<file path="src/rtl/mag_pkg.sv">
// Shared definitions for the magnitude window statistics slice:
// default sample width, window FSM state encoding and a clog2 helper.
package mag_pkg;

  localparam int unsigned MAG_W = 8;

  typedef enum logic {
    FILL = 1'b0,
    RUN  = 1'b1
  } state_t;

  // Ceiling log2 for constant sizing; returns 0 for n <= 1.
  function automatic int unsigned clog2(input int unsigned n);
    int unsigned r;
    r = 0;
    while ((32'd1 << r) < n) r = r + 1;
    return r;
  endfunction

endpackage

</file>
<file path="src/rtl/mag_ring_buf.sv">
// Ring buffer of the last DEPTH samples.
// Ports:
//   clk, rst_n  clock, async active-low reset
//   clr         synchronous pointer clear
//   wr_en       write wr_data at the pointer and advance it
//   wr_data     sample to store
//   old_mag_c   combinational read of the entry at the pointer (oldest sample),
//               pre-write value in the cycle of a write
module mag_ring_buf
  import mag_pkg::*;
#(
  parameter int unsigned DEPTH = 8,
  parameter int unsigned MAG_W = mag_pkg::MAG_W
) (
  input  logic             clk,
  input  logic             rst_n,
  input  logic             clr,
  input  logic             wr_en,
  input  logic [MAG_W-1:0] wr_data,
  output logic [MAG_W-1:0] old_mag_c
);

  localparam int unsigned L = clog2(DEPTH);

  logic [MAG_W-1:0] mem [DEPTH];
  logic [L-1:0]     wr_ptr;

  // Pointer wraps naturally because DEPTH is a power of two.
  always_ff @(posedge clk or negedge rst_n) begin
    if (!rst_n) begin
      wr_ptr <= '0;
    end else if (clr) begin
      wr_ptr <= '0;
    end else if (wr_en) begin
      wr_ptr <= wr_ptr + L'(1);
    end
  end

  // Storage is not reset; stale entries are masked by the FILL state upstream.
  always_ff @(posedge clk) begin
    if (wr_en) mem[wr_ptr] <= wr_data;
  end

  assign old_mag_c = mem[wr_ptr];

endmodule

</file>
<file path="src/rtl/mag_window_stats.sv">
// Sliding-window statistics on magnitude samples: windowed mean, peak since
// clear and a hysteresis alarm evaluated on each mean update.
// Ports:
//   clk, rst_n       clock, async active-low reset
//   clr              synchronous clear of window, fill, peak and alarm
//   in_valid, in_mag sample strobe and value (always ready)
//   thr_hi, thr_lo   alarm set / clear thresholds
//   avg_out          floor(window sum / DEPTH), registered
//   avg_valid        level, high once the window has filled
//   avg_stb          one-cycle pulse on each avg_out update
//   peak_out         maximum sample since reset or clr
//   alarm            hysteresis alarm
//   fill             samples held, saturating at DEPTH
module mag_window_stats
  import mag_pkg::*;
#(
  parameter  int unsigned DEPTH = 8,
  parameter  int unsigned MAG_W = mag_pkg::MAG_W,
  localparam int unsigned L     = clog2(DEPTH)
) (
  input  logic             clk,
  input  logic             rst_n,
  input  logic             clr,
  input  logic             in_valid,
  input  logic [MAG_W-1:0] in_mag,
  input  logic [MAG_W-1:0] thr_hi,
  input  logic [MAG_W-1:0] thr_lo,
  output logic [MAG_W-1:0] avg_out,
  output logic             avg_valid,
  output logic             avg_stb,
  output logic [MAG_W-1:0] peak_out,
  output logic             alarm,
  output logic [L:0]       fill
);

  localparam int unsigned SUM_W  = MAG_W + L;
  localparam int unsigned FILL_W = L + 1;

  state_t           state;
  logic [SUM_W-1:0] sum;
  logic [MAG_W-1:0] old_mag_c;
  logic [MAG_W-1:0] evict_c;
  logic [SUM_W-1:0] next_sum_c;
  logic [MAG_W-1:0] next_avg_c;
  logic             accept_c;
  logic             full_now_c;

  assign accept_c = in_valid && !clr;

  mag_ring_buf #(
    .DEPTH (DEPTH),
    .MAG_W (MAG_W)
  ) u_ring (
    .clk       (clk),
    .rst_n     (rst_n),
    .clr       (clr),
    .wr_en     (accept_c),
    .wr_data   (in_mag),
    .old_mag_c (old_mag_c)
  );

  // Running sum update; buffer contents are ignored until the window is full.
  always_comb begin
    evict_c    = (state == RUN) ? old_mag_c : '0;
    next_sum_c = sum + SUM_W'(in_mag) - SUM_W'(evict_c);
    next_avg_c = MAG_W'(next_sum_c >> L);
    full_now_c = (state == RUN) || (fill == FILL_W'(DEPTH - 1));
  end

  // FSM, sum, fill, peak, mean and alarm registers.
  always_ff @(posedge clk or negedge rst_n) begin
    if (!rst_n) begin
      state     <= FILL;
      sum       <= '0;
      fill      <= '0;
      peak_out  <= '0;
      avg_out   <= '0;
      avg_valid <= 1'b0;
      avg_stb   <= 1'b0;
      alarm     <= 1'b0;
    end else if (clr) begin
      state     <= FILL;
      sum       <= '0;
      fill      <= '0;
      peak_out  <= '0;
      avg_out   <= '0;
      avg_valid <= 1'b0;
      avg_stb   <= 1'b0;
      alarm     <= 1'b0;
    end else begin
      avg_stb <= 1'b0;
      if (accept_c) begin
        sum <= next_sum_c;
        if (in_mag > peak_out) peak_out <= in_mag;
        if (state == FILL) begin
          fill <= fill + FILL_W'(1);
          if (fill == FILL_W'(DEPTH - 1)) state <= RUN;
        end
        if (full_now_c) begin
          avg_out   <= next_avg_c;
          avg_stb   <= 1'b1;
          avg_valid <= 1'b1;
          // Set is tested first so it wins when thr_lo > thr_hi.
          if (next_avg_c > thr_hi)      alarm <= 1'b1;
          else if (next_avg_c < thr_lo) alarm <= 1'b0;
        end
      end
    end
  end

endmodule

</file>
<file path="config.mk">
export PLATFORM = sky130hd
export DESIGN_NAME = mag_window_stats
export DESIGN_NICKNAME = d
export VERILOG_FILES = /design/src/rtl/mag_pkg.sv /design/src/rtl/mag_ring_buf.sv /design/src/rtl/mag_window_stats.sv
export SDC_FILE = /design/constraint.sdc
export NUM_CORES = 1
export LEC_CHECK = 0
export BUFFER_PORTS_ARGS = -buffer_cell sky130_fd_sc_hd__buf_4
export CAP_MARGIN = 15
export CORE_MARGIN = 10
export CORE_UTILIZATION = 54
export DETAILED_ROUTE_END_ITERATION = 6
export GPL_TIMING_DRIVEN = 0
export PLACE_DENSITY_LB_ADDON = 0.05
export SKIP_LAST_GASP = 1
export SYNTH_ARGS = -nofsm -noshare
export SYNTH_HDL_FRONTEND = slang
export SYNTH_SLANG_ARGS = --single-unit
</file>
<file path="constraint.sdc">
create_clock -name clk -period 4.7 [get_ports clk]
set_clock_uncertainty 0.15 [all_clocks]
set_input_delay 0.235 -clock clk [delete_from_list [all_inputs] [get_ports clk]]
set_output_delay 0.235 -clock clk [all_outputs]
set_load 0.005 [all_outputs]
</file>
# Word level (Yosys, flattened, before mapping)
# Memory sizes are Yosys's and may differ from the RTL's.
# Cells that the tools add are included.
dict set report word_totals {
  regBits 38
  ramBits 64
  inputBits 28
  output_inout_bits 23
  wordCells 61
  n_memories 1
}
# name words width rd rd_ports_with_merged_regs wr line_no
set memory_table {}
lappend memory_table {u_ring.mem 8 8 1 0 1 mag_ring_buf.sv:25} ;# logic [MAG_W-1:0] mem [DEPTH];
dict set report op_classes {
  addsub 4
  order_cmp 3
  eq_ne 2
  mux 31
  n_reduce_logical 11
}
# operator n
set op_table {}
lappend op_table {{$mux W8} 7}
lappend op_table {{$mux W11} 2}
lappend op_table {{$mux W1} 17}
lappend op_table {{$gt A8 B8 Y1} 2}
lappend op_table {{$mux W4} 3}
lappend op_table {{$add A11 B8 Y11} 1}
lappend op_table {{$sub A11 B8 Y11} 1}
lappend op_table {{$lt A8 B8 Y1} 1}
lappend op_table {{$mux W3} 2}
lappend op_table {{$reduce_and A2 Y1} 3}
lappend op_table {{$reduce_bool A2 Y1} 3}
lappend op_table {{$add A4 B1 Y4 const B} 1}
lappend op_table {{$eq A4 B3 Y1 const B} 1}
lappend op_table {{$add A3 B1 Y3 const B} 1}
lappend op_table {{$reduce_and A3 Y1} 1}
lappend op_table {{$reduce_bool A3 Y1} 1}
lappend op_table {{$ne A2 B2 Y1 const B} 1}
lappend op_table {{$logic_and A1 B1 Y1} 1}
lappend op_table {{$logic_not A1 Y1} 1}
lappend op_table {{$logic_or A1 B1 Y1} 1}

# Logic depth before layout (Yosys ltp)
# An unclocked memory read counts as a cell.
dict set report logic_depth {
  word_depth 9
  depth_mapped 21
  depth_no_buf 19
}

# Cells and area by module
# From an unflattened synthesis, not the netlist that was laid out.
dict set report hier_totals {
  hier_cells 453
  hier_area_um2 5469.0
}
# mod instances cells_each area_each_um2 seq_area_each_um2
set modules_own_cells {}
lappend modules_own_cells {mag_window_stats 1 322 2816.5 875.8}
lappend modules_own_cells {mag_ring_buf 1 131 2652.5 1996.9}

# Worst setup path before layout
# Ideal clock, no wire load.
dict set report synth_timing {
  kind {register -> register}
  from {register u_ring.wr_ptr[2]}
  to {register alarm}
  setup_time_ns 0.136
  arrival_ns 4.363
  t_required_ns 4.414
  slack_ns 0.050
  path_stages_with_launch 21
  path_buffers 2
  period_less_slack_ns 4.650
  path_cell_list {dfrtp_1 > clkbuf_1 > mux2_2 > a22oi_1 > o22ai_1 > o21a_1 > fa_1 > inv_1 > ha_1 > buf_6 > a21o_1 > a21oi_2 > nor2_1 > or2_1 > or3_1 > and2_1 > ha_1 > a21oi_1 > nor2b_1 > a2111oi_0 > o32ai_1}
}
dict set report synth_between {
  elab_chain_len 8
  elab_cells_between_ends 11
  cone_classes {add/sub: 1; order compare: 2; mux: 5; reduce/logical: 2; memory: 1}
}
# item line_no
set synth_rtl {}
lappend synth_rtl {{start: declaration} mag_ring_buf.sv:26} ;# logic [L-1:0] wr_ptr;
lappend synth_rtl {{start signal: assignment} mag_ring_buf.sv:35} ;# wr_ptr <= wr_ptr + L'(1);
lappend synth_rtl {{$mem_v2 Z8 W8 (*)} --}
lappend synth_rtl {{$mux W8 (*)} mag_window_stats.sv:64} ;# evict_c = (state == RUN) ? old_mag_c : '0;
lappend synth_rtl {{$sub A11 B8 Y11 (*)} mag_window_stats.sv:65} ;# next_sum_c = sum + SUM_W'(in_mag) - SUM_W'(evict_c);
lappend synth_rtl {{$gt A8 B8 Y1} mag_window_stats.sv:104} ;# if (next_avg_c > thr_hi) alarm <= 1'b1;
lappend synth_rtl {{$mux W1} mag_window_stats.sv:104}
lappend synth_rtl {{$mux W1} mag_window_stats.sv:99} ;# if (full_now_c) begin
lappend synth_rtl {{$mux W1} mag_window_stats.sv:92} ;# if (accept_c) begin
lappend synth_rtl {{$mux W1} mag_window_stats.sv:81} ;# end else if (clr) begin
lappend synth_rtl {{end signal: assignment} mag_window_stats.sv:80} ;# alarm <= 1'b0;
lappend synth_rtl {{end signal: assignment} mag_window_stats.sv:104}
lappend synth_rtl {{end signal: assignment} mag_window_stats.sv:105} ;# else if (next_avg_c < thr_lo) alarm <= 1'b0;
lappend synth_rtl {{end: declaration} mag_window_stats.sv:32} ;# output logic alarm,
# Mark *: on every way between the ends. The rest lies on a longest branch, timed or not. The select of a mux whose other input is x is not followed.
# A chain may end at the register's enable or synchronous reset.

# Final worst setup path
# Same ends and word-level chain as after synthesis.

==> flow_summary_export.csv <==
group,metric,value,unit
floorplan,start_util,0.558,
placed_design,port_buffers,49,
yosys,syn-cell-area,5510,um2
power_and_ir_drop,p_leak,2.86,nW
cts,cts_max_level,3,
floorplan,die_area,14600,um2
timing,setup_tns,-0.0156,ns
global_routing,grt_max_degree,39,
yosys,synthFlopType,"edfxtp_1",
placed_design,gp_congestion,0.858,
route,vias_per_cell,5.56,
outcome,status,"finished with violations",
timing,final.setup.worst_slack,-0.0156,ns
final_layout,syn_to_final_growth,19.8,%
floorplan,die_height,121,um
placed_design,dp_slack,-0.703,ns
yosys,synth_area_per_cell,11.4,um2
cts,clk_pin_slew,0.11,ns
yosys,synth_seq_cells,102,
critical_path,max_stage_delay,0.47,ns
critical_path,path_max_fanout,5,
timing,worstMarginPinSlew,1.03,ns
global_routing,grt_pass1_wl,21.1,mm
yosys,synthArstFlopShare,0.373,
critical_path,endpoint_kind,"flop",
cts,tritoncts,"built",
timing,fmax,212,MHz
yosys,synth-edff-count,64,
yosys,synth.top_cell.area_share,0.349,
critical_path,ff2ff_path_depth,19,
global_routing,globalRouteOverflowTotal,0,
floorplan,placementRows,36,
critical_path,cp-start-kind,"flop",
outcome,violations,"setup timing",
cts,cts_buffers,9,
route,drt_pass1_iterations,6,
global_routing,antenna_found_initial,0,
route,detail_route.wl_per_cell,18.9,um
yosys,yosysUniqueCellTypes,49,
critical_path,cp_data_required_time,4.80,ns
yosys,synth_area_leaders,"edfxtp_1 35%, dfrtp_1 17%, ha_1 8.2%, mux2i_1 5.5%, inv_1 4.3%",
final_layout,fin_nets,631,
route,num_vias,3875,
placed_design,place_inst,664,
yosys,syn_nets,553,
power_and_ir_drop,power_density,448,nW/um2
yosys,netlist_instances,481,
cts,cts_sinks,102,
timing,finalCritPeriodShare,1.00,
critical_path,crit_arrival,4.81,ns
timing,slew_headroom,0.310,
cts,cts_buffer_depth,2,
route,route.detailed.drc,0,
yosys,yosysWarnings,0,
timing,rsz0062_at_grt,"true",
final_layout,num_antenna_cells,0,
final_layout,final_core_utilization,0.669,
yosys,yosysSeqAreaShare,0.522,
cts,cts-root-buf,"clkbuf_8",
route,ant_nets,0,
route,routed_wl,13.2,mm
global_routing,track_usage,0.185,
floorplan,core,9860,um2
critical_path,cp_slowest_cell,"fa_1",
timing,worst_hold_slack,0.0261,ns
yosys,synthTopCellsByCount,"64 x edfxtp_1, 63 x inv_1, 39 x nor2_1",
critical_path,worstPathCellList,"buf_8 > buf_4 > mux2_2 > a221oi_1 > a21oi_1 > o21a_1 > fa_1 > inv_1 > ha_1 > nand3_1 > nor2_1 > nor2_1 > o31ai_2 > xnor2_2 > ha_1 > nand4_1 > a221oi_2 > a2111oi_2 > o32ai_2",
yosys,synth_most_common_cell,"edfxtp_1",
hold_path,hold_depth,1,
final_layout,nFillCells,733,
power_and_ir_drop,p_total,2.95,mW
floorplan,io_pins,51,
final_layout,final_cells,697,
final_layout,fin_area,6600,um2
placed_design,dp_hpwl,9.13,mm
power_and_ir_drop,peakVddDrop,0.226,mV
timing,timing.final.crit_period,4.72,ns
hold_path,hp-class,"input port to flop",
yosys,synth_top_cell_by_area,"edfxtp_1",
critical_path,path_class,"flop to flop",
route,drtIter0Drc,336,
floorplan,dieWidth,121,um
cts,clock_latency,0.38,ns
placed_design,place_area,6050,um2
timing,hold_violations,0,
timing,setup_viol,1,
timing,drv_slew,0,
final_layout,drive_above_1_share,0.222,
run,max-cap-violations,0,
global_routing,grt_pass1_vias,4041,
-- power breakdown --
group | internal, mW | switching [mW]
Combinational | 0.574 | 0.735
Clock | 0.264 | 0.349
Sequential | 1.00 | 0.0298
Total | 1.84 | 1.11
-- flip-flops by register name, indices dropped and copies added (netlist names), 3 cells and up --
name / count
sum: 11
u_ring.wr_ptr: 3
peak_out: 8
avg_out: 8
u_ring.mem: 64
fill: 4
-- worst max-delay path: cells and delay by family, from the launching register on --
family	cells	cell delay, ns
AO/OA/AOI/OAI	7	1.59
adder cells (fa/ha/maj)	3	1.12
AND/OR/NAND/NOR	4	0.48
flip-flops	1	0.41
multiplexers	1	0.32
buffers and inverters	3	0.29
XOR/XNOR	1	0.20
-- path summary, 6_finish.rpt --
check                                 startpoint                to  slack (ns)
worst max-delay path            u_ring.wr_ptr[2]             alarm       -0.02
worst min-delay path                   in_mag[3]  u_ring.mem[0][3]        0.03
worst max register to register  u_ring.wr_ptr[2]             alarm       -0.02
worst min register to register         avg_valid         avg_valid        0.35
max in group asynchronous                  rst_n  u_ring.wr_ptr[0]        3.82
min in group asynchronous                  rst_n            sum[1]        0.20
-- cell families after synthesis --
| logic type | Yosys count | share of synthesized area |
|---|---|---|
| AO/OA/AOI/OAI | 76 | 0.0959 |
| XOR/XNOR | 12 | 0.0191 |
| adder cells (fa/ha/maj) | 44 | 0.111 |
| buffers and inverters | 83 | 0.0595 |
| flip-flops | 102 | 0.522 |
| multiplexers | 41 | 0.0893 |
| AND/OR/NAND/NOR | 123 | 0.104 |
-- repair_timing --
action	4_1_cts	5_1_grt
hold endpoints to repair	81	0
resized for setup	28	17
setup buffers	8	2
hold buffers	7	0
pin swaps	14	15
setup endpoints to repair	1	1
-- metal layers --
layer | global-route usage | vias to the layer above | share of wire
met5 | 0 | - | 0
met4 | 0.0596 | 0 | 0.014
met3 | 0.0447 | 15 | 0.059
met2 | 0.299 | 110 | 0.49
met1 | 0.240 | 1906 | 0.44
li1 | - | 1844 | -
-- final cells by class --
cell class	count	area, um2	area share
clock buffer	9	124	0.0188
timing repair buffer	67	533	0.0808
multi-input combinational	296	2420	0.368
sequential	102	2870	0.436
tap	133	166	0.0252
clock inverter	7	95.1	0.0144
buffer	20	141	0.0214
inverter	63	236	0.0359
-- cells in the final DEF, fill, tap and decap left out, types with 3 or more instances in the layout --
| master | netlist | routed |
|---|---|---|
| o21a_1 | 7 | 7 |
| xnor2_1 | 8 | 7 |
| o21bai_1 | 4 | 4 |
| edfxtp_1 | 64 | 64 |
| a21oi_2 | 3 | 4 |
| inv_1 | 63 | 61 |
| mux2_2 | 5 | 5 |
| nand2b_1 | 5 | 5 |
| nor2b_1 | 11 | 11 |
| o22ai_1 | 3 | 3 |
| nor3_1 | 9 | 7 |
| dfrtp_1 | 38 | 37 |
| buf_2 | 7 | 3 |
| a22o_1 | 7 | 7 |
| clkbuf_8 | 0 | 10 |
| mux4_2 | 6 | 6 |
| inv_6 | 0 | 3 |
| clkbuf_1 | 10 | 7 |
| nand4_1 | 8 | 8 |
| ha_1 | 36 | 34 |
| fa_1 | 8 | 7 |
| a31oi_1 | 3 | 3 |
| xor2_1 | 4 | 4 |
| buf_4 | 0 | 62 |
| nor2_1 | 39 | 39 |
| o21ai_0 | 8 | 6 |
| a21o_1 | 9 | 9 |
| nand3_1 | 10 | 10 |
| a21oi_1 | 16 | 14 |
| dlygate4sd3_1 | 0 | 7 |
| mux2i_1 | 30 | 30 |
| nand2_1 | 33 | 32 |
| buf_6 | 1 | 3 |
No activity file was read; power rests on OpenSTA's default activity.
